==> src/rtl/tcp_malloc_arbiter_pkg.sv <==
// Shared defaults and helpers for the tcp_malloc requester arbiter.
// The requester ID type and the modulo-N pointer step are used by the arbiter and its bench.
package tcp_malloc_pkg;

    localparam int NUM_REQ_DEF    = 4;
    localparam int PTR_W_DEF      = 16;
    localparam int LEN_MAX_DEF    = 2048;
    localparam int LOG2_OUTST_DEF = 2;
    localparam int REQ_W_DEF      = $clog2(NUM_REQ_DEF);

    typedef logic [REQ_W_DEF-1:0] req_id_t;

    // Step a round-robin index, wrapping at n even when n is not a power of two.
    function automatic int rr_next(input int idx, input int n);
        return (idx >= n - 1) ? 0 : idx + 1;
    endfunction

endpackage

==> src/rtl/tcp_malloc_arbiter_if.sv <==
// Bundle of requester-side and tcp_malloc-side handshake signals around the arbiter.
// slave = the arbiter's view, master = the surrounding engines plus tcp_malloc.
interface tcp_malloc_arbiter_if
    import tcp_malloc_pkg::*;
#(
    parameter int NUM_REQ = NUM_REQ_DEF,
    parameter int PTR_W   = PTR_W_DEF,
    parameter int LEN_W   = $clog2(LEN_MAX_DEF)
);

    logic [NUM_REQ-1:0]       req_malloc_val;
    logic [NUM_REQ*LEN_W-1:0] req_malloc_len;
    logic [NUM_REQ-1:0]       req_malloc_rdy;

    logic [NUM_REQ-1:0]       req_resp_val;
    logic                     req_resp_success;
    logic [PTR_W-1:0]         req_resp_addr;
    logic [NUM_REQ-1:0]       req_resp_rdy;

    logic [NUM_REQ-1:0]       req_free_val;
    logic [NUM_REQ*PTR_W-1:0] req_free_addr;
    logic [NUM_REQ*LEN_W-1:0] req_free_len;
    logic [NUM_REQ-1:0]       req_free_rdy;

    logic                     malloc_req_val;
    logic [LEN_W-1:0]         malloc_req_len;
    logic                     malloc_req_rdy;

    logic                     malloc_resp_val;
    logic                     malloc_resp_success;
    logic [PTR_W-1:0]         malloc_resp_addr;
    logic                     malloc_resp_rdy;

    logic                     free_req_val;
    logic [PTR_W-1:0]         free_req_addr;
    logic [LEN_W-1:0]         free_req_len;
    logic                     free_req_rdy;

    modport slave (
        input  req_malloc_val, req_malloc_len,
        output req_malloc_rdy,
        output req_resp_val, req_resp_success, req_resp_addr,
        input  req_resp_rdy,
        input  req_free_val, req_free_addr, req_free_len,
        output req_free_rdy,
        output malloc_req_val, malloc_req_len,
        input  malloc_req_rdy,
        input  malloc_resp_val, malloc_resp_success, malloc_resp_addr,
        output malloc_resp_rdy,
        output free_req_val, free_req_addr, free_req_len,
        input  free_req_rdy
    );

    modport master (
        output req_malloc_val, req_malloc_len,
        input  req_malloc_rdy,
        input  req_resp_val, req_resp_success, req_resp_addr,
        output req_resp_rdy,
        output req_free_val, req_free_addr, req_free_len,
        input  req_free_rdy,
        input  malloc_req_val, malloc_req_len,
        output malloc_req_rdy,
        output malloc_resp_val, malloc_resp_success, malloc_resp_addr,
        input  malloc_resp_rdy,
        input  free_req_val, free_req_addr, free_req_len,
        output free_req_rdy
    );

endinterface

==> src/rtl/fifo_1r1w.sv <==
// Small one-read one-write FIFO with occupancy count; push is refused while full
// (even if a pop happens the same cycle) and pop is ignored while empty.
module fifo_1r1w #(
    parameter int width_p    = 2,
    parameter int log2_els_p = 2
) (
    input  logic                  clk,
    input  logic                  rst,
    input  logic                  push_i,
    input  logic [width_p-1:0]    data_i,
    input  logic                  pop_i,
    output logic [width_p-1:0]    data_o,
    output logic                  full_o,
    output logic                  empty_o,
    output logic [log2_els_p:0]   count_o
);

    localparam int ELS = 1 << log2_els_p;

    logic [width_p-1:0]    mem_q [ELS];
    logic [log2_els_p-1:0] wr_q, wr_d;
    logic [log2_els_p-1:0] rd_q, rd_d;
    logic [log2_els_p:0]   cnt_q, cnt_d;
    logic                  do_push_s;
    logic                  do_pop_s;

    assign full_o  = (cnt_q == (log2_els_p+1)'(ELS));
    assign empty_o = (cnt_q == '0);
    assign data_o  = mem_q[rd_q];
    assign count_o = cnt_q;

    // Pointer and occupancy next-state.
    always_comb begin
        do_push_s = push_i && !full_o;
        do_pop_s  = pop_i && !empty_o;
        wr_d      = do_push_s ? wr_q + log2_els_p'(1) : wr_q;
        rd_d      = do_pop_s  ? rd_q + log2_els_p'(1) : rd_q;
        case ({do_push_s, do_pop_s})
            2'b10:   cnt_d = cnt_q + (log2_els_p+1)'(1);
            2'b01:   cnt_d = cnt_q - (log2_els_p+1)'(1);
            default: cnt_d = cnt_q;
        endcase
    end

    // Control state registers.
    always_ff @(posedge clk) begin
        if (rst) begin
            wr_q  <= '0;
            rd_q  <= '0;
            cnt_q <= '0;
        end else begin
            wr_q  <= wr_d;
            rd_q  <= rd_d;
            cnt_q <= cnt_d;
        end
    end

    // Storage; contents are don't-care until written so no reset is needed.
    always_ff @(posedge clk) begin
        if (do_push_s) begin
            mem_q[wr_q] <= data_i;
        end
    end

endmodule

==> src/rtl/tcp_malloc_arbiter_rr.sv <==
// Combinational round-robin picker: first requester at or above ptr_i, wrapping modulo N.
// Produces both a one-hot grant and its index; N need not be a power of two.
module rr_arbiter #(
    parameter int N     = 4,
    parameter int IDX_W = 2
) (
    input  logic [N-1:0]     req_i,
    input  logic [IDX_W-1:0] ptr_i,
    output logic [N-1:0]     gnt_o,
    output logic [IDX_W-1:0] gnt_idx_o,
    output logic             gnt_val_o
);

    int   raw_s;
    int   idx_s;
    logic hit_s;

    // Scan once around the ring starting at the pointer; the first hit wins.
    always_comb begin
        gnt_o     = '0;
        gnt_idx_o = '0;
        gnt_val_o = 1'b0;
        raw_s     = 0;
        idx_s     = 0;
        hit_s     = 1'b0;
        for (int off = 0; off < N; off++) begin
            raw_s     = int'(ptr_i) + off;
            idx_s     = (raw_s >= N) ? raw_s - N : raw_s;
            hit_s     = !gnt_val_o && req_i[idx_s];
            gnt_o[idx_s] = gnt_o[idx_s] | hit_s;
            gnt_idx_o = hit_s ? IDX_W'(idx_s) : gnt_idx_o;
            gnt_val_o = gnt_val_o | hit_s;
        end
    end

endmodule

==> src/rtl/tcp_malloc_arbiter.sv <==
// Shares one tcp_malloc among NUM_REQ requesters: independent round-robin on malloc and
// free, and an in-order tag FIFO that steers each malloc response back to its issuer.
module tcp_malloc_arbiter
    import tcp_malloc_pkg::*;
#(
    parameter int NUM_REQ       = NUM_REQ_DEF,
    parameter int PTR_W         = PTR_W_DEF,
    parameter int LEN_MAX       = LEN_MAX_DEF,
    parameter int LEN_W         = $clog2(LEN_MAX),
    parameter int REQ_W         = $clog2(NUM_REQ),
    parameter int LOG2_OUTST    = LOG2_OUTST_DEF,
    parameter bit REPORT_ORPHAN = 1'b1
) (
    input  logic                  clk,
    input  logic                  rst,
    tcp_malloc_arbiter_if.slave   bus,
    output logic [LOG2_OUTST:0]   outstanding_cnt_o,
    output logic                  err_orphan_resp_o
);

    logic [REQ_W-1:0]    rr_malloc_ptr_q, rr_malloc_ptr_d;
    logic [REQ_W-1:0]    rr_free_ptr_q, rr_free_ptr_d;
    logic                err_q, err_d;

    logic [NUM_REQ-1:0]  m_gnt_s, f_gnt_s;
    logic [REQ_W-1:0]    m_idx_s, f_idx_s;
    logic                m_any_s, f_any_s;

    logic                tag_full_s, tag_empty_s;
    logic [REQ_W-1:0]    tag_head_s;
    logic [NUM_REQ-1:0]  head_oh_s;
    logic [LOG2_OUTST:0] tag_cnt_s;

    logic                m_hs_s, r_hs_s, f_hs_s, orphan_s;
    logic [LEN_W-1:0]    m_len_s, f_len_s;
    logic [PTR_W-1:0]    f_addr_s;

    rr_arbiter #(.N(NUM_REQ), .IDX_W(REQ_W)) u_malloc_arb (
        .req_i     (bus.req_malloc_val),
        .ptr_i     (rr_malloc_ptr_q),
        .gnt_o     (m_gnt_s),
        .gnt_idx_o (m_idx_s),
        .gnt_val_o (m_any_s)
    );

    rr_arbiter #(.N(NUM_REQ), .IDX_W(REQ_W)) u_free_arb (
        .req_i     (bus.req_free_val),
        .ptr_i     (rr_free_ptr_q),
        .gnt_o     (f_gnt_s),
        .gnt_idx_o (f_idx_s),
        .gnt_val_o (f_any_s)
    );

    fifo_1r1w #(.width_p(REQ_W), .log2_els_p(LOG2_OUTST)) u_tag_fifo (
        .clk     (clk),
        .rst     (rst),
        .push_i  (m_hs_s),
        .data_i  (m_idx_s),
        .pop_i   (r_hs_s),
        .data_o  (tag_head_s),
        .full_o  (tag_full_s),
        .empty_o (tag_empty_s),
        .count_o (tag_cnt_s)
    );

    // One-hot AND-OR mux of the winning requesters' payloads.
    always_comb begin
        m_len_s  = '0;
        f_len_s  = '0;
        f_addr_s = '0;
        for (int i = 0; i < NUM_REQ; i++) begin
            m_len_s  = m_len_s  | (bus.req_malloc_len[i*LEN_W +: LEN_W] & {LEN_W{m_gnt_s[i]}});
            f_len_s  = f_len_s  | (bus.req_free_len[i*LEN_W +: LEN_W]   & {LEN_W{f_gnt_s[i]}});
            f_addr_s = f_addr_s | (bus.req_free_addr[i*PTR_W +: PTR_W]  & {PTR_W{f_gnt_s[i]}});
        end
    end

    // A full tag FIFO holds off new mallocs so every response has an owner.
    assign bus.malloc_req_val = m_any_s && !tag_full_s;
    assign bus.malloc_req_len = m_len_s;
    assign bus.req_malloc_rdy = m_gnt_s & {NUM_REQ{bus.malloc_req_rdy && !tag_full_s}};
    assign m_hs_s             = bus.malloc_req_val && bus.malloc_req_rdy;

    assign head_oh_s            = NUM_REQ'(1) << tag_head_s;
    assign bus.req_resp_val     = head_oh_s & {NUM_REQ{bus.malloc_resp_val && !tag_empty_s}};
    assign bus.req_resp_success = bus.malloc_resp_success;
    assign bus.req_resp_addr    = bus.malloc_resp_addr;
    assign bus.malloc_resp_rdy  = !tag_empty_s && |(bus.req_resp_rdy & head_oh_s);
    assign r_hs_s               = bus.malloc_resp_val && bus.malloc_resp_rdy;
    assign orphan_s             = bus.malloc_resp_val && tag_empty_s;

    assign bus.free_req_val  = f_any_s;
    assign bus.free_req_addr = f_addr_s;
    assign bus.free_req_len  = f_len_s;
    assign bus.req_free_rdy  = f_gnt_s & {NUM_REQ{bus.free_req_rdy}};
    assign f_hs_s            = bus.free_req_val && bus.free_req_rdy;

    // Pointers advance past the winner only on a handshake; the orphan flag is sticky.
    always_comb begin
        rr_malloc_ptr_d = m_hs_s ? REQ_W'(rr_next(int'(m_idx_s), NUM_REQ)) : rr_malloc_ptr_q;
        rr_free_ptr_d   = f_hs_s ? REQ_W'(rr_next(int'(f_idx_s), NUM_REQ)) : rr_free_ptr_q;
        err_d           = err_q | orphan_s;
    end

    // Arbiter state registers.
    always_ff @(posedge clk) begin
        if (rst) begin
            rr_malloc_ptr_q <= '0;
            rr_free_ptr_q   <= '0;
            err_q           <= 1'b0;
        end else begin
            rr_malloc_ptr_q <= rr_malloc_ptr_d;
            rr_free_ptr_q   <= rr_free_ptr_d;
            err_q           <= err_d;
        end
    end

    assign outstanding_cnt_o = tag_cnt_s;
    assign err_orphan_resp_o = err_q;

`ifndef SYNTHESIS
    // Report a response arriving while no requester is waiting for one.
    always_ff @(posedge clk) begin
        if (REPORT_ORPHAN && !rst && orphan_s) begin
            $error("tcp_malloc_arbiter: malloc response with empty tag FIFO");
        end
    end
`endif

endmodule

==> src/flat_wrapper.sv <==
// flat-port wrapper written by rule: the top's interface ports become plain ports
module tcp_malloc_arbiter_flat import tcp_malloc_pkg::*;
#(
    parameter int NUM_REQ       = NUM_REQ_DEF,
    parameter int PTR_W         = PTR_W_DEF,
    parameter int LEN_MAX       = LEN_MAX_DEF,
    parameter int LEN_W         = $clog2(LEN_MAX),
    parameter int REQ_W         = $clog2(NUM_REQ),
    parameter int LOG2_OUTST    = LOG2_OUTST_DEF,
    parameter bit REPORT_ORPHAN = 1'b1
)
  (clk, rst, outstanding_cnt_o, err_orphan_resp_o, bus_req_malloc_val, bus_req_malloc_len, bus_req_malloc_rdy, bus_req_resp_val, bus_req_resp_success, bus_req_resp_addr, bus_req_resp_rdy, bus_req_free_val, bus_req_free_addr, bus_req_free_len, bus_req_free_rdy, bus_malloc_req_val, bus_malloc_req_len, bus_malloc_req_rdy, bus_malloc_resp_val, bus_malloc_resp_success, bus_malloc_resp_addr, bus_malloc_resp_rdy, bus_free_req_val, bus_free_req_addr, bus_free_req_len, bus_free_req_rdy);
  tcp_malloc_arbiter_if #(.NUM_REQ(NUM_REQ), .PTR_W(PTR_W), .LEN_W(LEN_W)) bus_i ();
  input  logic clk;
  input  logic rst;
  output logic [LOG2_OUTST:0] outstanding_cnt_o;
  output logic err_orphan_resp_o;
  input wire logic [$bits(bus_i.req_malloc_val)-1:0] bus_req_malloc_val;
  input wire logic [$bits(bus_i.req_malloc_len)-1:0] bus_req_malloc_len;
  output wire logic [$bits(bus_i.req_malloc_rdy)-1:0] bus_req_malloc_rdy;
  output wire logic [$bits(bus_i.req_resp_val)-1:0] bus_req_resp_val;
  output wire logic [$bits(bus_i.req_resp_success)-1:0] bus_req_resp_success;
  output wire logic [$bits(bus_i.req_resp_addr)-1:0] bus_req_resp_addr;
  input wire logic [$bits(bus_i.req_resp_rdy)-1:0] bus_req_resp_rdy;
  input wire logic [$bits(bus_i.req_free_val)-1:0] bus_req_free_val;
  input wire logic [$bits(bus_i.req_free_addr)-1:0] bus_req_free_addr;
  input wire logic [$bits(bus_i.req_free_len)-1:0] bus_req_free_len;
  output wire logic [$bits(bus_i.req_free_rdy)-1:0] bus_req_free_rdy;
  output wire logic [$bits(bus_i.malloc_req_val)-1:0] bus_malloc_req_val;
  output wire logic [$bits(bus_i.malloc_req_len)-1:0] bus_malloc_req_len;
  input wire logic [$bits(bus_i.malloc_req_rdy)-1:0] bus_malloc_req_rdy;
  input wire logic [$bits(bus_i.malloc_resp_val)-1:0] bus_malloc_resp_val;
  input wire logic [$bits(bus_i.malloc_resp_success)-1:0] bus_malloc_resp_success;
  input wire logic [$bits(bus_i.malloc_resp_addr)-1:0] bus_malloc_resp_addr;
  output wire logic [$bits(bus_i.malloc_resp_rdy)-1:0] bus_malloc_resp_rdy;
  output wire logic [$bits(bus_i.free_req_val)-1:0] bus_free_req_val;
  output wire logic [$bits(bus_i.free_req_addr)-1:0] bus_free_req_addr;
  output wire logic [$bits(bus_i.free_req_len)-1:0] bus_free_req_len;
  input wire logic [$bits(bus_i.free_req_rdy)-1:0] bus_free_req_rdy;
  assign bus_i.req_malloc_val = bus_req_malloc_val;
  assign bus_i.req_malloc_len = bus_req_malloc_len;
  assign bus_req_malloc_rdy = bus_i.req_malloc_rdy;
  assign bus_req_resp_val = bus_i.req_resp_val;
  assign bus_req_resp_success = bus_i.req_resp_success;
  assign bus_req_resp_addr = bus_i.req_resp_addr;
  assign bus_i.req_resp_rdy = bus_req_resp_rdy;
  assign bus_i.req_free_val = bus_req_free_val;
  assign bus_i.req_free_addr = bus_req_free_addr;
  assign bus_i.req_free_len = bus_req_free_len;
  assign bus_req_free_rdy = bus_i.req_free_rdy;
  assign bus_malloc_req_val = bus_i.malloc_req_val;
  assign bus_malloc_req_len = bus_i.malloc_req_len;
  assign bus_i.malloc_req_rdy = bus_malloc_req_rdy;
  assign bus_i.malloc_resp_val = bus_malloc_resp_val;
  assign bus_i.malloc_resp_success = bus_malloc_resp_success;
  assign bus_i.malloc_resp_addr = bus_malloc_resp_addr;
  assign bus_malloc_resp_rdy = bus_i.malloc_resp_rdy;
  assign bus_free_req_val = bus_i.free_req_val;
  assign bus_free_req_addr = bus_i.free_req_addr;
  assign bus_free_req_len = bus_i.free_req_len;
  assign bus_i.free_req_rdy = bus_free_req_rdy;
  tcp_malloc_arbiter #(.NUM_REQ(NUM_REQ), .PTR_W(PTR_W), .LEN_MAX(LEN_MAX), .LEN_W(LEN_W), .REQ_W(REQ_W), .LOG2_OUTST(LOG2_OUTST), .REPORT_ORPHAN(REPORT_ORPHAN)) u_core (.clk(clk), .rst(rst), .bus(bus_i), .outstanding_cnt_o(outstanding_cnt_o), .err_orphan_resp_o(err_orphan_resp_o));
endmodule
==> config.mk <==
export PLATFORM = sky130hd
export DESIGN_NAME = tcp_malloc_arbiter_flat
export DESIGN_NICKNAME = d
export VERILOG_FILES = /design/src/rtl/tcp_malloc_arbiter_pkg.sv /design/src/rtl/tcp_malloc_arbiter_if.sv /design/src/rtl/fifo_1r1w.sv /design/src/rtl/tcp_malloc_arbiter_rr.sv /design/src/rtl/tcp_malloc_arbiter.sv /design/src/flat_wrapper.sv
export SDC_FILE = /design/constraint.sdc
export NUM_CORES = 1
export LEC_CHECK = 0
export CORE_UTILIZATION = 40
export DETAILED_ROUTE_END_ITERATION = 16
export GPL_TIMING_DRIVEN = 0
export PLACE_DENSITY_LB_ADDON = 0.1
export SKIP_LAST_GASP = 1
export SLEW_MARGIN = 20
export SYNTH_ARGS = -nofsm -noshare
export SYNTH_HDL_FRONTEND = slang
export SYNTH_SLANG_ARGS = --single-unit
==> constraint.sdc <==
create_clock -name clk -period 9.78 [get_ports clk]
set_input_delay 0.978 -clock clk [delete_from_list [all_inputs] [get_ports clk]]
set_output_delay 0.978 -clock clk [all_outputs]
set_load 0.1 [all_outputs]
==> results of run 1 <==
placed cells by master, fill, tap and decap left out, types with 6 or more instances in the layout:
cell / Yosys / final
a21oi_1: 17 / 17
o211ai_1: 8 / 8
edfxtp_1: 8 / 8
o21ai_0: 19 / 19
nor3_1: 8 / 8
a221oi_1: 6 / 6
ha_1: 18 / 18
inv_1: 26 / 26
nand2_1: 46 / 46
nor2b_1: 6 / 6
clkdlybuf4s50_1: 0 / 241
a211o_1: 29 / 29
and2_1: 10 / 10
buf_2: 7 / 7
buf_4: 17 / 17
diode_2: 0 / 8
a32oi_1: 12 / 12
mux4_2: 9 / 9
clkbuf_1: 35 / 35
mux2i_1: 7 / 7
nand3_1: 32 / 32
a32o_1: 28 / 28
nand3b_1: 13 / 13
dfxtp_1: 14 / 14
nor2_1: 63 / 63
final cells by class:
class / count / area share (%)
flip-flops and latches: 22 / 7.924
clock inverters: 1 / 0.05714
multi-input cells: 415 / 44.91
well taps: 129 / 2.457
diodes: 8 / 0.3048
repair buffers: 241 / 36.72
clock buffers: 3 / 0.6286
inverters: 26 / 1.486
plain buffers: 65 / 5.505
cells in the mapped netlist (all sizes together) (5+ instances only):
cell type,count,area [um^2]
ha,18,225.2
nand2,46,172.7
a31oi,5,46.29
clkbuf,35,131.4
nor2,63,236.5
and2,10,62.56
nor2b,6,37.54
a211o,29,254.0
edfxtp,8,240.2
mux2i,8,83.83
inv,26,97.59
buf,30,230.2
o21ai,19,95.09
nor3,8,40.04
a32o,28,280.3
a21oi,17,85.08
a32oi,12,105.1
nand3b,13,97.59
o211ai,8,60.06
mux4,9,202.7
dfxtp,14,280.3
a221oi,6,52.55
nand3,32,160.2
logic make-up after synthesis:
logic type | after synthesis | share of synthesized area [%]
fa+ha+maj | 19 | 6.240
simple gates | 211 | 27.00
compound gates | 158 | 32.19
buf+inv | 91 | 11.68
xor+xnor | 8 | 1.783
flops | 22 | 13.24
mux | 19 | 7.864
path summary, 6_finish.rpt:
path                                            start                                endpoint  slack [ps]  depth (start not counted)
setup / recovery                            flip-flop                     bus_free_req_len[1]        2350                         17
hold / removal    u_core.err_orphan_resp_o$_SDFF_PP0_     u_core.err_orphan_resp_o$_SDFF_PP0_         490                          2
setup reg to reg                            flip-flop  u_core.rr_malloc_ptr_q[1]$_SDFFE_PP0P_        5870                         12
hold reg to reg   u_core.err_orphan_resp_o$_SDFF_PP0_     u_core.err_orphan_resp_o$_SDFF_PP0_         490                          2
routing by layer:
layer | global-route usage [%] | vias up
li1 | - | 2484
met1 | 37.29 | 2477
met2 | 58.61 | 326
met3 | 4.508 | 54
met4 | 20.40 | 0
met5 | 0 | -
per-stage QoR:
stage / std cells / area, um^2 / worst slack [ps]
after floorplan: 528 / 3930 / 4072
after global placement: 898 / 6504 / 2706
after detailed placement: 898 / 6504 / 2683
after CTS: 902 / 6549 / 2377
after global routing: 910 / 6569 / 1960
final: 910 / 6569 / 2347
worst register-to-register path: stages, from the launching register on:
cell and delay (ps):
dfxtp_1 410, clkbuf_1 380, inv_1 260, ha_1 340, clkbuf_1 260, or3b_2 510, a2111oi_0 540, nor2_1 220
a21o_1 220, o21ai_0 220, xnor2_1 190, mux2i_1 100, nor2b_1 160
==> flow_summary_export.csv, run 1 <==
group,metric,value,unit
layout,num-nets-final,979,
synthesis,syn_inst,528,
synthesis,top_reg_cell_synth,"dfxtp_1",
setup_path,timing.critical_path.required,8800,ps
layout,n_fill_cell,784,
setup_path,cp_top_family,"buffers and inverters",
timing,rsz0062_at_grt,"false",
floorplanning,chipHeight,101.1,um
place,dpl.hpwl,14.49,mm
timing,final_worst_clock_skew,4.202,ps
drt,dr.pass1.iters,5,
drt,wl_per_cell,19.43,um
global_routing,first_pass_grt_wire_length,25.94,mm
setup_path,arrival_time_of_the_worst_setup_path,6450,ps
synthesis,synth_async_sr_flop_share,0,%
timing,transition_time_of_the_tightest_slew_check_pin,1094,ps
setup_path,slowest_stage,"clkdlybuf4s50_1",
place,input_output_buffers,241,
timing,hold_violations,0,
synthesis,mappedNetlistNets,733,
setup_path,crit_path_cell_trace,"buf_6 > buf_2 > clkbuf_1 > inv_1 > ha_1 > clkbuf_1 > clkbuf_1 > and3b_1 > o211ai_1 > a21o_1 > and3_1 > o22ai_1 > nor3b_2 > clkbuf_1 > a32o_1 > a211o_1 > clkdlybuf4s50_1",
clock_tree,cts.path.max_buffers,2,
timing,max_freq,134.5,MHz
setup_path,kind_of_start_point_of_the_critical_path,"flip-flop",
clock_tree,cts_tree,"done",
setup_path,max_stage_delay,1230,ps
setup_path,end_kind,"output port",
layout,multiInputGateArea,0.002950,mm^2
timing,final_period_minus_worst_setup_slack,7433,ps
setup_path,cp_common_cell,"clkbuf_1",
synthesis,synth.avg_cell_area,7.443,um^2
layout,drive_gt1_share,6.598,%
clock_tree,ctsHtreeMaxLevel,1,
clock_tree,clkLatencyLatePin,260,ps
drt,antenna_violating_nets_post_route,0,
layout,area.growth.synth_to_final,67.14,%
clock_tree,cts_setup_buffers,0,
clock_tree,cts.root.buffer_cell,"clkbuf_8",
drt,met3RoutedLength,1.266,mm
clock_tree,hold_buffers,0,
clock_tree,clk_pin_slew_worst_paths,80,ps
place,gp_routability_congestion,0.9633,
layout,seq_area,520.5,um^2
setup_path,worstPathBufferInverterCount,8,
synthesis,synthesis.yosys.warnings,0,
drt,route.detailed.vias_per_inst,5.869,
timing,drv_slew,0,
floorplanning,dieArea,0.01023,mm^2
clock_tree,numClockSinks,22,
global_routing,grt_start_max_net_pins,13,
clock_tree,post_cts_resize_count,0,
floorplanning,std_cell_rows,35,
global_routing,antenna_violations_before_repair,8,
drt,detailroute.via_count,5341,
synthesis,post_synth_instance_area,0.003930,mm^2
floorplanning,start_util,41.94,%
job,number_of_max_cap_violations,0,
global_routing,grt_pass1_vias,5135,
setup_path,critical_path_peak_fanout,10,
drt,route.met2.wl,9.049,mm
drt,drt_wl_total,17.69,mm
timing,hold-worst-slack,493.5,ps
floorplanning,core_region_area,0.009371,mm^2
status,run_status,"complete, no violations",
timing,finalCritPeriodShare,76.00,%
hold_path,worst_hold_path_type,"reg2reg",
timing,setup_total_negative_slack,0,ps
synthesis,yosys_register_bits,22,
floorplanning,die_width,101.1,um
timing,worst_relative_slew_slack,26.86,%
drt,drt_drc,0,
setup_path,setup.worst_path.class,"reg2out",
drt,top_layer_used,"met4",
floorplanning,top_level_ports,260,
synthesis,ys_seq_area_share,13.24,%
global_routing,grt_overflow,0,
layout,final_core_util,70.09,%
synthesis,yosysUniqueCellTypes,66,
timing,setup_violations,0,
drt,first_iter_violations,373,
clock_tree,cts_buffers,3,
drt,routedLengthMet1,6.399,mm
synthesis,synth_edf_count,8,
global_routing,groute.usage.overall,32.98,%
Power of run 1 is not shown: default switching activity piles up to over one toggle a cycle in this logic, so the estimate is an artifact.
==> run 2: changes to the inputs <==
--- a/config.mk
+++ b/config.mk
@@ -5,7 +5,7 @@
 export SDC_FILE = /design/constraint.sdc
 export NUM_CORES = 1
 export LEC_CHECK = 0
-export CORE_UTILIZATION = 40
+export CORE_UTILIZATION = 34
 export DETAILED_ROUTE_END_ITERATION = 16
 export GPL_TIMING_DRIVEN = 0
 export PLACE_DENSITY_LB_ADDON = 0.1
==> constraint.sdc (replaced) <==
create_clock -name clk -period 6.74 [get_ports clk]
set_input_delay 0.674 -clock clk [delete_from_list [all_inputs] [get_ports clk]]
set_output_delay 0.674 -clock clk [all_outputs]
set_load 0.1 [all_outputs]
==> run 2 against run 1 <==
Compared with the run above:
- via count is 2.2% lower
- die area up 17%
- final cell count up 0.33%
- worst setup slack lost 2000 ps
- wire length is 6.8% lower
==> flow_summary_export.csv, run 2 (same netlist as run 1, synthesis figures left out) <==
group,metric,value,unit
timing,final_period_minus_worst_setup_slack,6440,ps
setup_path,path_depth,17,
drt,wl_per_cell,18.05,um
hold_path,worst_hold_path_type,"reg2reg",
clock_tree,clkLatencyLatePin,260,ps
status,run_status,"complete, no violations",
setup_path,end_kind,"output port",
clock_tree,cts_tree,"done",
layout,most_common_library_cell_in_the_layout_ignoring_fill_and_taps,"clkdlybuf4s50_1",
drt,dr.pass1.iters,6,
clock_tree,ctsHtreeMaxLevel,1,
global_routing,grt_overflow,0,
global_routing,grt_pass1_vias,4982,
clock_tree,cts_setup_buffers,0,
place,placed_area,0.006518,mm^2
drt,first_iter_violations,348,
timing,hold_violations,0,
layout,antenna_cells,0,
place,gp_routability_congestion,0.9200,
job,number_of_max_cap_violations,0,
timing,max_freq,155.3,MHz
global_routing,antenna_violations_before_repair,0,
global_routing,groute.usage.overall,25.58,%
setup_path,crit_path_cell_trace,"buf_6 > buf_2 > clkbuf_2 > inv_1 > ha_1 > clkbuf_1 > mux4_2 > mux2i_2 > o2111ai_1 > and2_1 > buf_6 > a211o_1 > a31oi_4 > clkbuf_1 > nor2_1 > a211o_1 > dlygate4sd2_1",
clock_tree,cts.path.max_buffers,2,
floorplanning,std_cell_rows,38,
layout,area.growth.synth_to_final,68.54,%
place,input_output_buffers,241,
setup_path,rr_worst_depth,12,
setup_path,arrival_time_of_the_worst_setup_path,5770,ps
floorplanning,start_util,35.63,%
timing,setup_violations,0,
drt,antenna_violating_nets_post_route,0,
layout,drive_gt1_share,8.150,%
timing,drv_slew,0,
setup_path,max_stage_delay,620,ps
layout,num-nets-final,979,
setup_path,cp_top_family,"buffers and inverters",
setup_path,reg2reg_slack,2840,ps
floorplanning,dieArea,0.01199,mm^2
place,dpl.hpwl,13.25,mm
drt,drt_wl_total,16.48,mm
drt,detailroute.via_count,5225,
clock_tree,hold_buffers,0,
timing,finalCritPeriodShare,95.55,%
global_routing,first_pass_grt_wire_length,24.47,mm
drt,route.detailed.vias_per_inst,5.723,
clock_tree,cts.root.buffer_cell,"clkbuf_16",
timing,setup_total_negative_slack,0,ps
layout,layout_common_cells,"clkdlybuf4s50_1, nor2_1, nand2_1, clkbuf_1, nand3_1",
floorplanning,chipHeight,109.5,um
setup_path,timing.critical_path.required,6070,ps
drt,drt_drc,0,
timing,hold-worst-slack,493.0,ps
layout,final_std_cell_area_no_fill,0.006624,mm^2
layout,n_fill_cell,1029,
clock_tree,clk_pin_slew_worst_paths,60,ps
timing,final_worst_clock_skew,6.839,ps
timing,worst_relative_slew_slack,28.64,%
floorplanning,die_width,109.5,um
hold_path,min_path_cells,2,
clock_tree,cts_buffers,3,
layout,final_core_util,60.05,%
timing,transition_time_of_the_tightest_slew_check_pin,1069,ps
clock_tree,numClockSinks,22,
setup_path,kind_of_start_point_of_the_critical_path,"flip-flop",
global_routing,grt_start_max_net_pins,14,
setup_path,critical_path_peak_fanout,10,
floorplanning,core_region_area,0.01103,mm^2
setup_path,worstPathBufferInverterCount,8,
setup_path,slowest_stage,"mux4_2",
setup_path,setup.worst_path.class,"reg2out",
floorplanning,top_level_ports,260,
run 2: changes by cell type in the layout (fill, tap and decap cells not counted), sizes merged:
| cell | previous run | this run |
|---|---|---|
| clkdlybuf4s50 | 241 | 196 |
| dlymetal6s2s | 0 | 23 |
| dlygate4sd2 | 0 | 13 |
| clkbuf | 38 | 47 |
| diode | 8 | 0 |
| bufinv | 0 | 1 |
| clkinv | 1 | 0 |
run 2: timing repair:
item,in CTS,in global routing
cloned,0,0
endpoints found under the setup margin,22,45
resized for setup,22,44
run 2: through the flow:
step / std cells / setup WS (ps)
after floorplan: 528 / 1336
after global placement: 909 / 55.53
after detailed placement: 909 / -23.64
after CTS: 913 / 11.47
after global routing: 913 / -82.03
final: 913 / 299.8
run 2: tightest hold or removal path, cell delays in order, from the launching register on:
cell and delay [ps]:
dfxtp_1 330, a21oi_1 50, nor2_1 80
run 2: worst paths after layout:
kind                                  startpoint                                     end
max                                    flip-flop                   bus_free_req_addr[11]
min          u_core.err_orphan_resp_o$_SDFF_PP0_     u_core.err_orphan_resp_o$_SDFF_PP0_
max reg2reg                            flip-flop  u_core.rr_malloc_ptr_q[1]$_SDFFE_PP0P_
min reg2reg  u_core.err_orphan_resp_o$_SDFF_PP0_     u_core.err_orphan_resp_o$_SDFF_PP0_
run 2: area by class of cell:
type                       count  area (um^2)  share of cell area [%]
timing repair buffer         241         2409                   36.36
clock inverter                 1        30.03                  0.4533
tap                          140        175.2                   2.645
inverter                      26        97.59                   1.473
clock buffer                   3        75.07                   1.133
multi-input combinational    415         2954                   44.60
sequential                    22        520.5                   7.858
buffer                        65        362.8                   5.478
run 2: per-layer routing:
layer	GRT usage [%]	wire length [um]	up-vias
li1	-	-	2480
met1	30.98	6415	2433
met2	46.95	8365	286
met3	4.268	1395	26
met4	5.714	302	0
met5	0	0	-
Power of run 2 is left out for the same reason.
==> run 3: changes to the inputs <==
--- a/config.mk
+++ b/config.mk
@@ -5,8 +5,10 @@
 export SDC_FILE = /design/constraint.sdc
 export NUM_CORES = 1
 export LEC_CHECK = 0
-export CORE_UTILIZATION = 34
+export CORE_AREA = 2 2 100 102
 export DETAILED_ROUTE_END_ITERATION = 16
+export DIE_AREA = 0 0 102 104
+export DONT_BUFFER_PORTS = 1
 export GPL_TIMING_DRIVEN = 0
 export PLACE_DENSITY_LB_ADDON = 0.1
 export SKIP_LAST_GASP = 1
==> run 3 against run 2 <==
Compared with the run above:
- non-clock buffer count is 239 lower
- via count fell by 15%
- largest cell class unchanged
- sequential share of layout area up 4.3 points
- highest routed layer is now met5
==> flow_summary_export.csv, run 3 (same netlist as run 1, synthesis figures left out) <==
group,metric,value,unit
drt,wl_per_cell,23.00,um
setup_path,setup.worst_path.class,"reg2out",
floorplanning,std_cell_rows,36,
setup_path,rr_worst_depth,12,
setup_path,critical_path_peak_fanout,10,
timing,setup_total_negative_slack,0,ps
timing,transition_time_of_the_tightest_slew_check_pin,1144,ps
timing,final_worst_clock_skew,3.064,ps
layout,most_common_library_cell_in_the_layout_ignoring_fill_and_taps,"nor2_1",
setup_path,arrival_time_of_the_worst_setup_path,5730,ps
setup_path,end_kind,"output port",
place,post-place-ws,527.6,ps
clock_tree,cts_setup_buffers,0,
drt,dr.pass1.iters,5,
floorplanning,chipHeight,104,um
clock_tree,cts.root.buffer_cell,"clkbuf_8",
global_routing,grt_pass1_vias,4121,
timing,setup_violations,0,
clock_tree,clk_pin_slew_worst_paths,70,ps
global_routing,antenna_violations_before_repair,3,
clock_tree,numClockSinks,22,
global_routing,grt_overflow,0,
floorplanning,core_region_area,0.009549,mm^2
timing,drv_slew,0,
timing,hold_violations,0,
global_routing,first_pass_grt_wire_length,22.92,mm
drt,antenna_violating_nets_post_route,0,
status,run_status,"complete, no violations",
timing,max_freq,156.2,MHz
job,number_of_max_cap_violations,0,
global_routing,grt_start_max_net_pins,13,
clock_tree,clkLatencyLatePin,260,ps
layout,layout_common_cells,"nor2_1, nand2_1, clkbuf_1, a32o_1, inv_1",
setup_path,timing.critical_path.required,6070,ps
setup_path,kind_of_start_point_of_the_critical_path,"flip-flop",
timing,finalCritPeriodShare,94.97,%
drt,route.detailed.vias_per_inst,6.610,
layout,num-nets-final,740,
hold_path,worst_hold_path_type,"in2reg",
layout,final_core_util,44.90,%
timing,worst_slack,339.2,ps
clock_tree,cts_buffers,3,
hold_path,min_path_cells,1,
drt,drt_wl_total,15.39,mm
drt,drt_drc,0,
layout,drive_gt1_share,15.17,%
clock_tree,cts.path.max_buffers,2,
floorplanning,top_level_ports,260,
layout,area.growth.synth_to_final,9.105,%
timing,final_period_minus_worst_setup_slack,6401,ps
place,input_output_buffers,0,
timing,worst_relative_slew_slack,23.62,%
floorplanning,die_width,102,um
floorplanning,dieArea,0.01061,mm^2
place,dpl.hpwl,12.37,mm
clock_tree,ctsHtreeMaxLevel,1,
global_routing,groute.usage.overall,27.34,%
drt,detailroute.via_count,4422,
clock_tree,cts_tree,"done",
drt,first_iter_violations,397,
place,gp_routability_congestion,1.039,
floorplanning,start_util,41.16,%
## run 3: worst max-delay path: stages (launching register included)
cell and delay [ps]:
dfxtp_1 440, buf_6 170, buf_2 210, clkbuf_1 360, inv_1 260, ha_1 330, clkbuf_1 310, mux4_2 610
mux2i_2 340, o2111ai_1 200, and2_1 180, buf_6 130, a221o_1 330, clkbuf_1 250, clkbuf_1 370, a32o_1 370
a211o_1 580
## run 3: layout make-up
class                           instances  area [um^2]
Antenna cell                            2        5.005
Sequential cell                        22        521.8
Clock buffer                            4        45.04
Fill cell                            1012         5261
Timing Repair Buffer                    2        30.03
Multi-Input combinational cell        415         3060
Buffer                                 65        361.6
Tap cell                              133        166.4
Inverter                               26        97.59
## run 3: per-stage QoR
| step | instances | hold WS [ps] | cell area [um^2] |
|---|---|---|---|
| after floorplan | 528 | 484.7 | 3930 |
| after global placement | 661 | 508.9 | 4096 |
| after detailed placement | 663 | 527.7 | 4175 |
| after CTS | 667 | 457.7 | 4220 |
| after global routing | 668 | 455.4 | 4285 |
| final | 669 | 468.3 | 4288 |
## run 3: repair_timing
| item | in CTS | in global routing |
|---|---|---|
| setup endpoints to repair | 0 | 30 |
| hold buffers | 0 | 0 |
| resized for setup | 0 | 18 |
## run 3: layer usage
layer / GRT usage [%] / share of wire (%) / up-vias
met2: 42.15 / 46 / 328
met1: 37.27 / 39 / 2062
li1: - / - / 2000
met3: 7.997 / 12 / 30
met5: 0 / 0.084 / -
met4: 6.952 / 2.8 / 2
## run 3: worst paths after layout
kind | start | endpoint | slack [ps]
worst max-delay path | flip-flop | bus_free_req_len[1] | 340
worst min register to register | u_core.u_tag_fifo.rd_q[1]$_SDFFE_PP0P_ | u_core.u_tag_fifo.rd_q[1]$_SDFFE_PP0P_ | 540
worst min-delay path | rst | u_core.u_tag_fifo.count_o[2]$_SDFFE_PP0P_ | 470
worst max register to register | flip-flop | u_core.rr_malloc_ptr_q[1]$_SDFFE_PP0P_ | 2690
Power of run 3 is left out for the same reason.
